`src/rtl/alu_pkg.sv`:
```
// Shared definitions for the bit-serial ALU: opcode and FSM state encodings.
// Used by the datapath and its testbench.
package alu_pkg;

  typedef enum logic [2:0] {
    OP_AND = 3'b000,
    OP_OR  = 3'b001,
    OP_XOR = 3'b010,
    OP_ADD = 3'b011,
    OP_SUB = 3'b100
  } op_e;

  typedef enum logic [1:0] {
    ST_IDLE = 2'b00,
    ST_RUN  = 2'b01,
    ST_DONE = 2'b10
  } state_e;

  // Only ADD and SUB propagate a carry between bit positions.
  function automatic logic is_arith(input logic [2:0] op);
    return (op == OP_ADD) || (op == OP_SUB);
  endfunction

endpackage

```
`src/rtl/alu_bit_slice.sv`:
```
// One-bit ALU slice, gate-level. Reserved opcodes decode to no function,
// so they yield r_i=0 and c_out=0.
module alu_bit_slice (
  input  logic       a_i,
  input  logic       b_i,
  input  logic       c_in,
  input  logic [2:0] op,
  output logic       r_i,
  output logic       c_out
);

  logic n0_s, n1_s, n2_s;
  logic is_and_s, is_or_s, is_xor_s, is_add_s, is_sub_s, is_arith_s;
  logic bx_s, ab_s, aob_s, axb_s, p_s, sum_s, g_s, pc_s, co_raw_s;
  logic t_and_s, t_or_s, t_xor_s, t_ar_s;

  not u_n0 (n0_s, op[0]);
  not u_n1 (n1_s, op[1]);
  not u_n2 (n2_s, op[2]);

  and u_dec_and (is_and_s, n2_s,  n1_s,  n0_s);
  and u_dec_or  (is_or_s,  n2_s,  n1_s,  op[0]);
  and u_dec_xor (is_xor_s, n2_s,  op[1], n0_s);
  and u_dec_add (is_add_s, n2_s,  op[1], op[0]);
  and u_dec_sub (is_sub_s, op[2], n1_s,  n0_s);
  or  u_dec_ar  (is_arith_s, is_add_s, is_sub_s);

  // Subtraction inverts b here; the +1 comes from the preloaded carry.
  xor u_binv (bx_s, b_i, is_sub_s);

  and u_ab  (ab_s,  a_i, b_i);
  or  u_aob (aob_s, a_i, b_i);
  xor u_axb (axb_s, a_i, b_i);

  xor u_p   (p_s,   a_i, bx_s);
  xor u_sum (sum_s, p_s, c_in);
  and u_g   (g_s,   a_i, bx_s);
  and u_pc  (pc_s,  p_s, c_in);
  or  u_co  (co_raw_s, g_s, pc_s);
  and u_cog (c_out, co_raw_s, is_arith_s);

  and u_t0 (t_and_s, is_and_s,   ab_s);
  and u_t1 (t_or_s,  is_or_s,    aob_s);
  and u_t2 (t_xor_s, is_xor_s,   axb_s);
  and u_t3 (t_ar_s,  is_arith_s, sum_s);
  or  u_r  (r_i, t_and_s, t_or_s, t_xor_s, t_ar_s);

endmodule

```
`src/rtl/serial_alu.sv`:
```
// Bit-serial ALU: operands shift out LSB first through a single bit slice,
// result shifts in at the MSB; valid/ready handshake on both sides.
module serial_alu
  import alu_pkg::*;
#(
  parameter int WIDTH = 8
) (
  input  logic             clk,
  input  logic             rst_n,
  input  logic             in_valid,
  output logic             in_ready,
  input  logic [WIDTH-1:0] a,
  input  logic [WIDTH-1:0] b,
  input  logic [2:0]       op,
  output logic             out_valid,
  input  logic             out_ready,
  output logic [WIDTH-1:0] out,
  output logic             carry,
  output logic             zero
);

  localparam int CW = $clog2(WIDTH) + 1;
  localparam logic [CW-1:0] LAST_BIT = CW'(WIDTH - 1);

  state_e           state_r;
  logic [WIDTH-1:0] a_sr_r;
  logic [WIDTH-1:0] b_sr_r;
  logic [WIDTH-1:0] res_sr_r;
  logic [2:0]       op_r;
  logic [CW-1:0]    cnt_r;
  logic             carry_r;
  logic             zero_r;
  logic             in_ready_r;
  logic             out_valid_r;
  logic             r_s;
  logic             c_s;
  logic [WIDTH-1:0] res_next_s;

  alu_bit_slice u_slice (
    .a_i   (a_sr_r[0]),
    .b_i   (b_sr_r[0]),
    .c_in  (carry_r),
    .op    (op_r),
    .r_i   (r_s),
    .c_out (c_s)
  );

  assign res_next_s = {r_s, res_sr_r[WIDTH-1:1]};

  // Control FSM and serial datapath; every output comes straight from a register.
  always_ff @(posedge clk or negedge rst_n) begin
    if (!rst_n) begin
      state_r     <= ST_IDLE;
      a_sr_r      <= '0;
      b_sr_r      <= '0;
      res_sr_r    <= '0;
      op_r        <= 3'b000;
      cnt_r       <= '0;
      carry_r     <= 1'b0;
      zero_r      <= 1'b0;
      in_ready_r  <= 1'b1;
      out_valid_r <= 1'b0;
    end else begin
      case (state_r)
        ST_IDLE: begin
          if (in_valid) begin
            a_sr_r     <= a;
            b_sr_r     <= b;
            op_r       <= op;
            cnt_r      <= '0;
            carry_r    <= (op == OP_SUB);
            zero_r     <= 1'b0;
            in_ready_r <= 1'b0;
            state_r    <= ST_RUN;
          end else begin
            state_r <= ST_IDLE;
          end
        end
        ST_RUN: begin
          a_sr_r   <= {1'b0, a_sr_r[WIDTH-1:1]};
          b_sr_r   <= {1'b0, b_sr_r[WIDTH-1:1]};
          res_sr_r <= res_next_s;
          cnt_r    <= cnt_r + CW'(1'b1);
          if (is_arith(op_r)) begin
            carry_r <= c_s;
          end else begin
            carry_r <= carry_r;
          end
          // Flags are finalised on the edge that produces the MSB.
          if (cnt_r == LAST_BIT) begin
            zero_r      <= (res_next_s == '0);
            out_valid_r <= 1'b1;
            state_r     <= ST_DONE;
          end else begin
            state_r <= ST_RUN;
          end
        end
        ST_DONE: begin
          if (out_ready) begin
            out_valid_r <= 1'b0;
            in_ready_r  <= 1'b1;
            state_r     <= ST_IDLE;
          end else begin
            state_r <= ST_DONE;
          end
        end
        default: begin
          out_valid_r <= 1'b0;
          in_ready_r  <= 1'b1;
          state_r     <= ST_IDLE;
        end
      endcase
    end
  end

  assign in_ready  = in_ready_r;
  assign out_valid = out_valid_r;
  assign out       = res_sr_r;
  assign carry     = carry_r;
  assign zero      = zero_r;

endmodule

```
`config.mk`:
```
export PLATFORM = sky130hd
export DESIGN_NAME = serial_alu
export DESIGN_NICKNAME = d
export VERILOG_FILES = /design/src/rtl/alu_pkg.sv /design/src/rtl/alu_bit_slice.sv /design/src/rtl/serial_alu.sv
export SDC_FILE = /design/constraint.sdc
export NUM_CORES = 1
export LEC_CHECK = 0
export CAP_MARGIN = 25
export CELL_PAD_IN_SITES_DETAIL_PLACEMENT = 1
export CELL_PAD_IN_SITES_GLOBAL_PLACEMENT = 2
export CORE_ASPECT_RATIO = 1.5
export CORE_UTILIZATION = 31
export CTS_BUF_LIST = sky130_fd_sc_hd__clkbuf_4 sky130_fd_sc_hd__clkbuf_8
export CTS_CLUSTER_SIZE = 14
export DETAILED_ROUTE_END_ITERATION = 7
export GPL_ROUTABILITY_DRIVEN = 0
export GPL_TIMING_DRIVEN = 0
export MAX_ROUTING_LAYER = met4
export PLACE_DENSITY_LB_ADDON = 0.1
export SLEW_MARGIN = 0
export SYNTH_ARGS = -nofsm -noshare
export SYNTH_HDL_FRONTEND = slang
export SYNTH_SLANG_ARGS = --single-unit
```
`constraint.sdc`:
```
create_clock -name clk -period 2.52 [get_ports clk]
set_clock_uncertainty 0.1 [all_clocks]
set_input_delay 0.378 -clock clk [delete_from_list [all_inputs] [get_ports clk]]
set_output_delay 0.378 -clock clk [all_outputs]
set_load 0.05 [all_outputs]
```
==> results of run 1 <==
## flip-flops by register name, summed over array words and instances, names as in the netlist
register,cells
cnt_r,4
b_sr_r,8
a_sr_r,8
carry,1
state_r,2
zero,1
in_ready,1
out_valid,1
op_r,3
out,8
## cells by family (layout without fill, tap and decap cells)
| family | after synthesis | in the layout |
|---|---|---|
| multiplexers | 16 | 16 |
| flip-flops | 37 | 37 |
| buffers and inverters | 16 | 61 |
| adder cells (fa/ha/maj) | 4 | 4 |
| XOR/XNOR | 1 | 1 |
| AO/OA/AOI/OAI | 39 | 39 |
| AND/OR/NAND/NOR | 71 | 71 |
## critical path: stages (launching register included)
cell	delay (ns)
dfrtp_2	0.46
nor3b_4	0.25
xnor2_1	0.17
fa_1	0.45
or3b_1	0.38
a21oi_2	0.18
a2111oi_2	0.05
mux2_2	0.27
## through the flow
step / power, mW / worst slack [ns] / TNS [ns] / util / instance area [µm²]
2_1_floorplan: 2.05 / 0.217 / 0 / - / 1810
3_3_place_gp: 2.47 / 0.0711 / 0 / 0.405 / 2240
3_5_place_dp: 2.54 / 0.0286 / 0 / 0.404 / 2240
4_1_cts: 2.96 / 0.0181 / 0 / 0.420 / 2320
5_1_grt: 3.22 / -0.00538 / -0.00538 / 0.427 / 2360
6_report: 2.97 / 0.101 / 0 / 0.427 / 2360
## layout make-up
class                      instances  area [µm²]  area share
tap                               70        87.6      0.0371
clock buffer                       6        76.3      0.0323
inverter                           5        18.8     0.00795
timing repair buffer              37         358       0.152
sequential                        37         931       0.394
clock inverter                     2        10.0     0.00424
buffer                            11        68.8      0.0292
multi-input combinational        131         810       0.343
## per-layer routing
layer	up-vias	part of all wire	wire, µm
met5	-	0	0
met4	0	0.027	120
met3	9	0.026	115
met2	29	0.53	2360
met1	734	0.42	1880
li1	708	-	-
## cell usage after synthesis
cell        n
a2111oi_0   1
a2111oi_2   1
a21oi_1     8
a311o_1     1
a31oi_1     1
and2b_1     2
and3b_1     2
buf_2       4
buf_4       2
buf_6       2
clkbuf_1    3
dfrtp_1    36
dfstp_2     1
fa_1        1
ha_1        3
inv_1       5
mux2_2      4
mux2i_1    12
nand2_1    45
nand2b_1    3
nand3_2     1
nand3b_1    1
nand4_1     1
nor2_1     10
nor3_1      2
nor3b_2     2
nor4_2      1
o211a_1     1
o21ai_0    21
o21ai_1     2
o22a_1      1
o31ai_1     1
o32ai_1     1
or3b_1      1
xnor2_1     1
## final timing paths
check / start / end / slack (ns) / depth (start not counted)
worst max-delay path: op_r[0] / zero / 0.10 / 7
worst min-delay path: rst_n / b_sr_r[4] / 0.1 / 1
worst max register to register: op_r[0] / zero / 0.10 / 7
worst min register to register: out[0] / out[0] / 0.39 / 2
max in group asynchronous: rst_n / op_r[2] / 1.61 / 1
min in group clk: out[0] / out[0] / 0.39 / 2
## power by group through the flow
stage / Clock [mW] / Combinational, mW / Sequential [mW]
4_1_cts: 0.428 / 1.45 / 1.08
3_5_place_dp: 0 / 1.45 / 1.09
2_1_floorplan: 0 / 0.757 / 1.29
6_report: 0.409 / 1.48 / 1.08
5_1_grt: 0.456 / 1.64 / 1.12
3_3_place_gp: 0 / 1.40 / 1.07
## repair_timing
item                                    4_1_cts  5_1_grt
gates resized for setup                       0        5
endpoints found under the setup margin        0        2
setup buffers                                 0        3
==> qor.yml, run 1 <==
routing:
  drtPass1Iterations: 3
  drt.antenna.violating_nets: 0
  wl_per_cell_um: 15.0
  vias: 1480
  drt-total-wl_um: 4480
  drt_iter0_drc: 26
  drcViolationCount: 0
  viasPerCell: 4.95
finish:
  final_cell_mix: "nand2_1, dfrtp_1, clkdlybuf4s50_1"
  num-fill-cells: 654
  nNetsFinal: 255
  fin_cells: 299
  final_common_cell: "nand2_1"
  layout-drive-gt1-share: 0.148
  antenna_cells: 0
  area_delta_synth_final_pct: 30.1
synth:
  synth_top_family_by_area: "simple AND/OR/NAND/NOR gates"
  synth_warnings: 0
  synth_mux_area_frac: 0.0910
  syn-cell-area_um2: 1810
  yosys.area_share.simple: 0.186
  yosys.area_share.xor_xnor: 0.00483
  synthesis.nets: 211
  synthCells: 184
  avgSynthCellArea_um2: 9.86
  synth_fa_ha_area_frac: 0.0317
  synth_seq_cells: 37
  synth_area_leaders: "dfrtp_1, nand2_1, mux2i_1, o21ai_0, mux2_2"
  synth_largest_area_cell: "dfrtp_1"
  synth_compound_area_frac: 0.127
  seq_area_frac_synth: 0.511
  yosysUniqueCellTypes: 35
  netlist.area_leader.share: 0.497
pwr:
  p_leak_nw: 1.02
  p_per_area_nw_per_um2: 1260
  p_switching_mw: 1.31
  combPwrFrac: 0.498
  internal_power_mw: 1.66
  seq_power_share: 0.364
  peakVddDrop_v: 0.000349
  p_clk_frac: 0.138
  switching_share: 0.442
global_routing:
  top_usage_layer: "met2"
  gr-total-overflow: 0
  grt_usage: 0.169
  met3_usage: 0.0367
  antenna_found_initial: 0
  met2_usage: 0.285
  met1_usage: 0.193
  grt_pass1_wl_um: 7620
  grt_start_max_net_pins: 38
  grt_pass1_vias: 1603
critical_path:
  crit_fanout: 5
  critPathRequiredTime_ns: 2.59
  arrival_ns: 2.49
  critical_path_class: "flop to flop"
  crit_path_start_kind: "flop"
  end_kind: "flop"
timing:
  post-route-min-period_ns: 2.42
  slew_viol_final: 0
  worstMarginPinSlew_ns: 0.872
  setup_viol_count_final: 0
  finalCritPeriodShare: 0.960
  fmax_mhz: 413
  max_slew_margin: 0.419
  fin_hold_ws_ns: 0.0959
  hold_viol: 0
cts:
  worstSkewPairLatency_ns: 0.29
  cts.sinks: 37
  cts_tree: "done"
  htree_levels: 2
  clk_path_buf_depth: 2
  ctsHoldBuffers: 0
  cts_root_buffer: "clkbuf_8"
  clk_pin_slew_ns: 0.08
  cts_made_buffers: 5
floorplanning:
  die_w_um: 64.5
  die_area_um2: 6170
  core-area_um2: 5530
  pin_count: 35
  num_rows: 33
  dieHeight_um: 95.7
  initial_core_util: 0.328
job:
  maxCapViolCount: 0
placed_design:
  portBuffers: 34
  dp.cells: 288
  hpwl_um: 3310
status:
  status: "complete, no violations"
hold_path:
  min_path_type: "input pin to asynchronous set/reset pin"
Power figures use the tool's default switching activity.
==> inputs of run 2 (changes only) <==
--- a/config.mk
+++ b/config.mk
@@ -5,11 +5,10 @@
 export SDC_FILE = /design/constraint.sdc
 export NUM_CORES = 1
 export LEC_CHECK = 0
-export CAP_MARGIN = 25
 export CELL_PAD_IN_SITES_DETAIL_PLACEMENT = 1
 export CELL_PAD_IN_SITES_GLOBAL_PLACEMENT = 2
 export CORE_ASPECT_RATIO = 1.5
-export CORE_UTILIZATION = 31
+export CORE_UTILIZATION = 29
 export CTS_BUF_LIST = sky130_fd_sc_hd__clkbuf_4 sky130_fd_sc_hd__clkbuf_8
 export CTS_CLUSTER_SIZE = 14
 export DETAILED_ROUTE_END_ITERATION = 7
==> run 2 against run 1 <==
Against the previous run: sequential share of layout area is 0.062 points higher; first-iteration DRC count is 19% higher; die area is 6.7% higher; utilization is 2.9 points lower; sequential cell count stayed put; non-clock buffer count is 3 lower; via count is 1.5% lower; cell count is 0.67% lower; clock power is 23% higher; worst setup slack better by 0.028 ns; sequential power hardly changed; largest power group unchanged.
==> qor.yml, run 2 (synthesized netlist as in run 1, its figures left out) <==
global_routing:
  grt_pass1_wl_um: 7920  # +3.9%
  grt_pass1_vias: 1656  # +3.3%
  grt_usage: 0.164  # -0.00489
  grt_start_max_net_pins: 38  # unchanged
  gr-total-overflow: 0  # unchanged
  antenna_found_initial: 0  # unchanged
finish:
  layout-drive-gt1-share: 0.124  # -0.0240
  area_delta_synth_final_pct: 29.5
  design_area_um2: 2350  # -0.42%
  nNetsFinal: 252  # -1.2%
  final_cell_mix: "nand2_1, dfrtp_1, clkdlybuf4s50_1"
  num-fill-cells: 674  # +3.1%
  antenna_cells: 0  # unchanged
  final_common_cell: "nand2_1"
cts:
  cts_tree: "done"
  ctsHoldBuffers: 0  # unchanged
  clk_path_buf_depth: 2  # unchanged
  cts_made_buffers: 5  # unchanged
  htree_levels: 2  # unchanged
  clk_pin_slew_ns: 0.08  # about the same
  cts_root_buffer: "clkbuf_8"
  worstSkewPairLatency_ns: 0.29  # about the same
  cts.sinks: 37  # unchanged
pwr:
  peakVddDrop_v: 0.000419  # +20%
  p_per_area_nw_per_um2: 1280  # +1.5%
  p_leak_nw: 1.01  # -0.93%
critical_path:
  critPathRequiredTime_ns: 2.59  # about the same
  end_kind: "flop"
  crit_path_start_kind: "flop"
  critical_path_class: "flop to flop"
  r2r_end: "zero"
  rrSetupSlack_ns: 0.13  # +0.03 ns
  crit_fanout: 6  # +1
  cp_slowest_cell: "dfrtp_1"
  arrival_ns: 2.47  # -0.02 ns
  cp-endpoint: "zero"
  reg2regPathDepth: 7  # unchanged
  crit_chain: "nor3b_2 -> xnor2_1 -> fa_1 -> or3b_1 -> a21oi_2 -> a2111oi_2 -> mux2_2"
  slowest_delay_ns: 0.45  # about the same
  r2r-start: "op_r[1]"
  crit_start: "op_r[1]"
routing:
  wl_per_cell_um: 14.8  # -0.79%
  drcViolationCount: 0  # unchanged
  vias: 1458  # -1.5%
  drtPass1Iterations: 4  # +1
  drt_iter0_drc: 31  # +19%
  drt.antenna.violating_nets: 0  # unchanged
  viasPerCell: 4.91  # -0.82%
  drt-total-wl_um: 4410  # -1.5%
timing:
  setup-tns-final_ns: 0  # unchanged
  worstMarginPinSlew_ns: 0.864  # -0.00804 ns
  max_slew_margin: 0.424  # +0.00536
  finalCritPeriodShare: 0.949  # -0.0112
  slew_viol_final: 0  # unchanged
  fmax_mhz: 418  # +1.2%
  post-route-min-period_ns: 2.39  # -0.0283 ns
  rsz0062_at_grt: "false"
  setup_viol_count_final: 0  # unchanged
  hold_viol: 0  # unchanged
floorplanning:
  pin_count: 35  # unchanged
  dieHeight_um: 98.9  # +3.3%
  die_area_um2: 6580  # +6.7%
  die_w_um: 66.6  # +3.3%
  num_rows: 34  # +3.0%
  initial_core_util: 0.307  # -0.0211
  core-area_um2: 5910  # +6.9%
placed_design:
  portBuffers: 34  # unchanged
  hpwl_um: 3280  # -0.85%
  dpl_cell_area_um2: 2240  # +0.11%
job:
  maxCapViolCount: 0  # unchanged
status:
  status: "complete, no violations"
hold_path:
  min_path_type: "input pin to asynchronous set/reset pin"
-- run 2: cell count changes in the layout (fill, tap and decap cells not counted), sizes merged --
cell	before	now
buf	12	9
bufinv	0	1
clkbuf	9	8
clkinv	2	1
-- run 2: worst max-delay path, delay by kind of cell, from the launching register on --
family,cells,cell delay (ns)
AOI/OAI and AO/OA,2,0.23
xor gates and xnor gates,1,0.16
adders and majority gates,1,0.44
DFF,1,0.45
muxes,1,0.27
and+or+nand+nor,2,0.63
-- run 2: worst min-delay path by stage --
stage | startpoint | endpoint | slack [ns] | cells after the start
after floorplan | rst_n | a_sr_r[0] | -0.02 | 0
after global placement | a_sr_r[4] | a_sr_r[3] | 0.36 | 2
after detailed placement | out[0] | out[0] | 0.37 | 2
after CTS | rst_n | b_sr_r[4] | 0.13 | 1
after global routing | rst_n | out[4] | 0.17 | 1
final | rst_n | b_sr_r[4] | 0.09 | 1
-- run 2: through the flow --
step	hold slack, ns	util	power, mW	std cells	setup slack, ns
3_5_place_dp	0.372	0.379	2.54	290	0.0891
5_1_grt	0.171	0.397	3.27	297	0.0114
2_1_floorplan	-0.0176	-	2.05	184	0.217
3_3_place_gp	0.359	0.380	2.47	290	0.0260
4_1_cts	0.125	0.396	3.05	297	0.0780
6_report	0.0945	0.397	3.00	297	0.129
-- run 2: routing by layer --
| metal | vias up | track usage | routed length, µm |
|---|---|---|---|
| li1 | 706 | - | - |
| met4 | 0 | 0.0606 | 103 |
| met1 | 713 | 0.185 | 1800 |
| met2 | 30 | 0.275 | 2340 |
| met5 | - | - | 0 |
| met3 | 9 | 0.0405 | 165 |
-- run 2: power breakdown --
part           switching [mW]  leakage [nW]  internal [mW]
logic                   0.857         0.486          0.565
registers               0.221         0.472          0.854
clock network           0.217        0.0540          0.288
-- run 2: area by class of cell --
type / count / area, µm² / area share
Sequential cell: 37 / 928 / 0.395
Multi-Input combinational cell: 131 / 805 / 0.342
Timing Repair Buffer: 34 / 335 / 0.143
Tap cell: 72 / 90.1 / 0.0383
Clock buffer: 5 / 68.8 / 0.0293
Buffer: 11 / 68.8 / 0.0293
Clock inverter: 2 / 35.0 / 0.0149
Inverter: 5 / 18.8 / 0.00799
-- run 2: what timing repair did --
action / in CTS / in global routing
setup buffers: 0 / 0
resized for setup: 0 / 3
setup endpoints to repair: 0 / 2
==> inputs of run 3 (changes only) <==
--- a/config.mk
+++ b/config.mk
@@ -16,6 +16,8 @@
 export GPL_TIMING_DRIVEN = 0
 export MAX_ROUTING_LAYER = met4
 export PLACE_DENSITY_LB_ADDON = 0.1
+export SETUP_SLACK_MARGIN = 0.1
+export SKIP_LAST_GASP = 1
 export SLEW_MARGIN = 0
 export SYNTH_ARGS = -nofsm -noshare
 export SYNTH_HDL_FRONTEND = slang
==> run 3 against run 2 <==
Against the previous run: die area is the same; hold slack is essentially flat; global-route usage is essentially flat; routed wire length grew 2.2%; final area grew 1.2%; combinational power grew 4%; critical path type unchanged; highest routed layer unchanged.
==> qor.yml, run 3 (synthesized netlist as in run 1, its figures left out) <==
pwr:
  p_leak_nw: 1.02  # +1.2%
  p_clk_frac: 0.166  # -0.002
  combPwrFrac: 0.481  # +0.007
  seq_power_share: 0.353  # -0.005
  p_switching_mw: 1.31  # +1.5%
  p_per_area_nw_per_um2: 1290  # +0.58%
  switching_share: 0.430  # -0.00119
  internal_power_mw: 1.74  # +2.0%
  peakVddDrop_v: 0.000392  # -6.5%
critical_path:
  crit_family: "simple AND/OR/NAND/NOR gates"
  critical_path_class: "flop to flop"
  crit_fanout: 5  # -1
  arrival_ns: 2.43  # -0.04 ns
  cp_slowest_cell: "dfrtp_2"
  slowest_delay_ns: 0.45  # about the same
  crit_chain: "nor3b_4 -> xnor2_1 -> fa_1 -> or3b_1 -> a21oi_2 -> a2111oi_2 -> mux2_4"
  end_kind: "flop"
  critPathRequiredTime_ns: 2.59  # about the same
  crit_path_start_kind: "flop"
  path_buf_inv: 0  # unchanged
routing:
  drt-total-wl_um: 4510  # +2.2%
  wl_per_cell_um: 15.1  # +1.5%
  drtPass1Iterations: 4  # unchanged
  vias: 1460  # +0.14%
  drcViolationCount: 0  # unchanged
  drt.antenna.violating_nets: 0  # unchanged
  viasPerCell: 4.88  # -0.53%
  drt_iter0_drc: 29  # -6.5%
timing:
  rsz0062_at_grt: "true"
  hold_viol: 0  # unchanged
  slew_viol_final: 0  # unchanged
  setup-tns-final_ns: 0  # unchanged
  setup_viol_count_final: 0  # unchanged
  fmax_mhz: 424  # +1.4%
  max_slew_margin: 0.425  # +0.000463
  finalCritPeriodShare: 0.935  # -0.0135
  worstMarginPinSlew_ns: 0.863  # -0.000694 ns
  post-route-min-period_ns: 2.36  # -0.0341 ns
cts:
  cts_root_buffer: "clkbuf_8"
  cts_tree: "done"
  cts.sinks: 37  # unchanged
  ctsHoldBuffers: 0  # unchanged
  clk_pin_slew_ns: 0.08  # about the same
  cts_made_buffers: 5  # unchanged
  htree_levels: 2  # unchanged
  worstSkewPairLatency_ns: 0.29  # about the same
  clk_path_buf_depth: 2  # unchanged
floorplanning:
  pin_count: 35  # unchanged
  die_w_um: 66.6  # unchanged
  die_area_um2: 6580  # unchanged
  dieHeight_um: 98.9  # unchanged
  initial_core_util: 0.307  # unchanged
  core-area_um2: 5910  # unchanged
  num_rows: 34  # unchanged
global_routing:
  antenna_found_initial: 0  # unchanged
  grt_start_max_net_pins: 38  # unchanged
  grt_pass1_wl_um: 7910  # -0.18%
  grt_usage: 0.164  # -0.000242
  gr-total-overflow: 0  # unchanged
  grt_pass1_vias: 1655  # -0.060%
finish:
  final-seq-area_um2: 931  # +0.27%
  antenna_cells: 0  # unchanged
  area_delta_synth_final_pct: 31.0
  final_cell_mix: "nand2_1, dfrtp_1, clkdlybuf4s50_1"
  postLayoutCoreUtil: 0.402  # +0.00466
  multiInputGateArea_um2: 815  # +1.2%
  layout-drive-gt1-share: 0.141  # +0.0165
  num-fill-cells: 674  # unchanged
  nNetsFinal: 254  # +0.79%
  final_common_cell: "nand2_1"
hold_path:
  min_path_type: "input pin to asynchronous set/reset pin"
status:
  status: "complete, no violations"
job:
  maxCapViolCount: 0  # unchanged
placed_design:
  portBuffers: 34  # unchanged
  hpwl_um: 3280  # unchanged
[run 3: cell count changes in the layout (fill, tap and decap cells not counted)]
cell,before,now
mux2_4,0,1
buf_4,2,4
nor3b_4,0,1
mux2_2,4,3
nor3b_2,2,1
dfrtp_2,1,3
dfrtp_1,35,33
[run 3: path summary, 6_finish.rpt]
path	slack, ns	to	cells after the start	startpoint
worst max-delay path	0.16	zero	7	op_r[1]
worst min-delay path	0.09	b_sr_r[4]	1	rst_n
worst max register to register	0.16	zero	7	op_r[1]
worst min register to register	0.38	out[0]	2	out[0]
max in group asynchronous	1.63	op_r[1]	1	rst_n
min in group clk	0.38	out[0]	2	out[0]
[run 3: area by class of cell]
cell class,instances,area share
plain buffers,11,0.0289
clock buffers,5,0.0289
clock inverters,2,0.0147
inverters,5,0.00789
multi-input cells,131,0.343
flip-flops and latches,37,0.392
well taps,72,0.0379
repair buffers,36,0.147
[run 3: what timing repair did]
item / CTS / global route
buffers inserted: 0 / 2
resized for setup: 1 / 6
setup endpoints to repair: 1 / 2
pin swaps: 1 / 2
[run 3: power groups by stage]
stage                     clock network [mW]  registers (mW)  logic, mW
after floorplan                            0            1.29      0.757
after global placement                     0            1.07       1.40
after detailed placement                   0            1.09       1.45
after CTS                              0.522            1.08       1.46
after global routing                   0.546            1.13       1.65
final                                  0.506            1.08       1.47
[run 3: metal layers]
metal	track usage	routed length, µm
met1	0.184	1850
met2	0.275	2390
met3	0.0405	160
met4	0.0606	106
met5	-	0
[run 3: metrics by stage]
step | hold WS, ns | instance area (µm²) | std cells | power [mW] | worst slack [ns]
CTS | 0.125 | 2350 | 297 | 3.06 | 0.0894
global placement | 0.359 | 2240 | 290 | 2.47 | 0.0260
floorplan | -0.0176 | 1810 | 184 | 2.05 | 0.217
detailed placement | 0.372 | 2240 | 290 | 2.54 | 0.0891
finish | 0.0942 | 2380 | 299 | 3.06 | 0.163
global route | 0.174 | 2380 | 299 | 3.32 | 0.0534
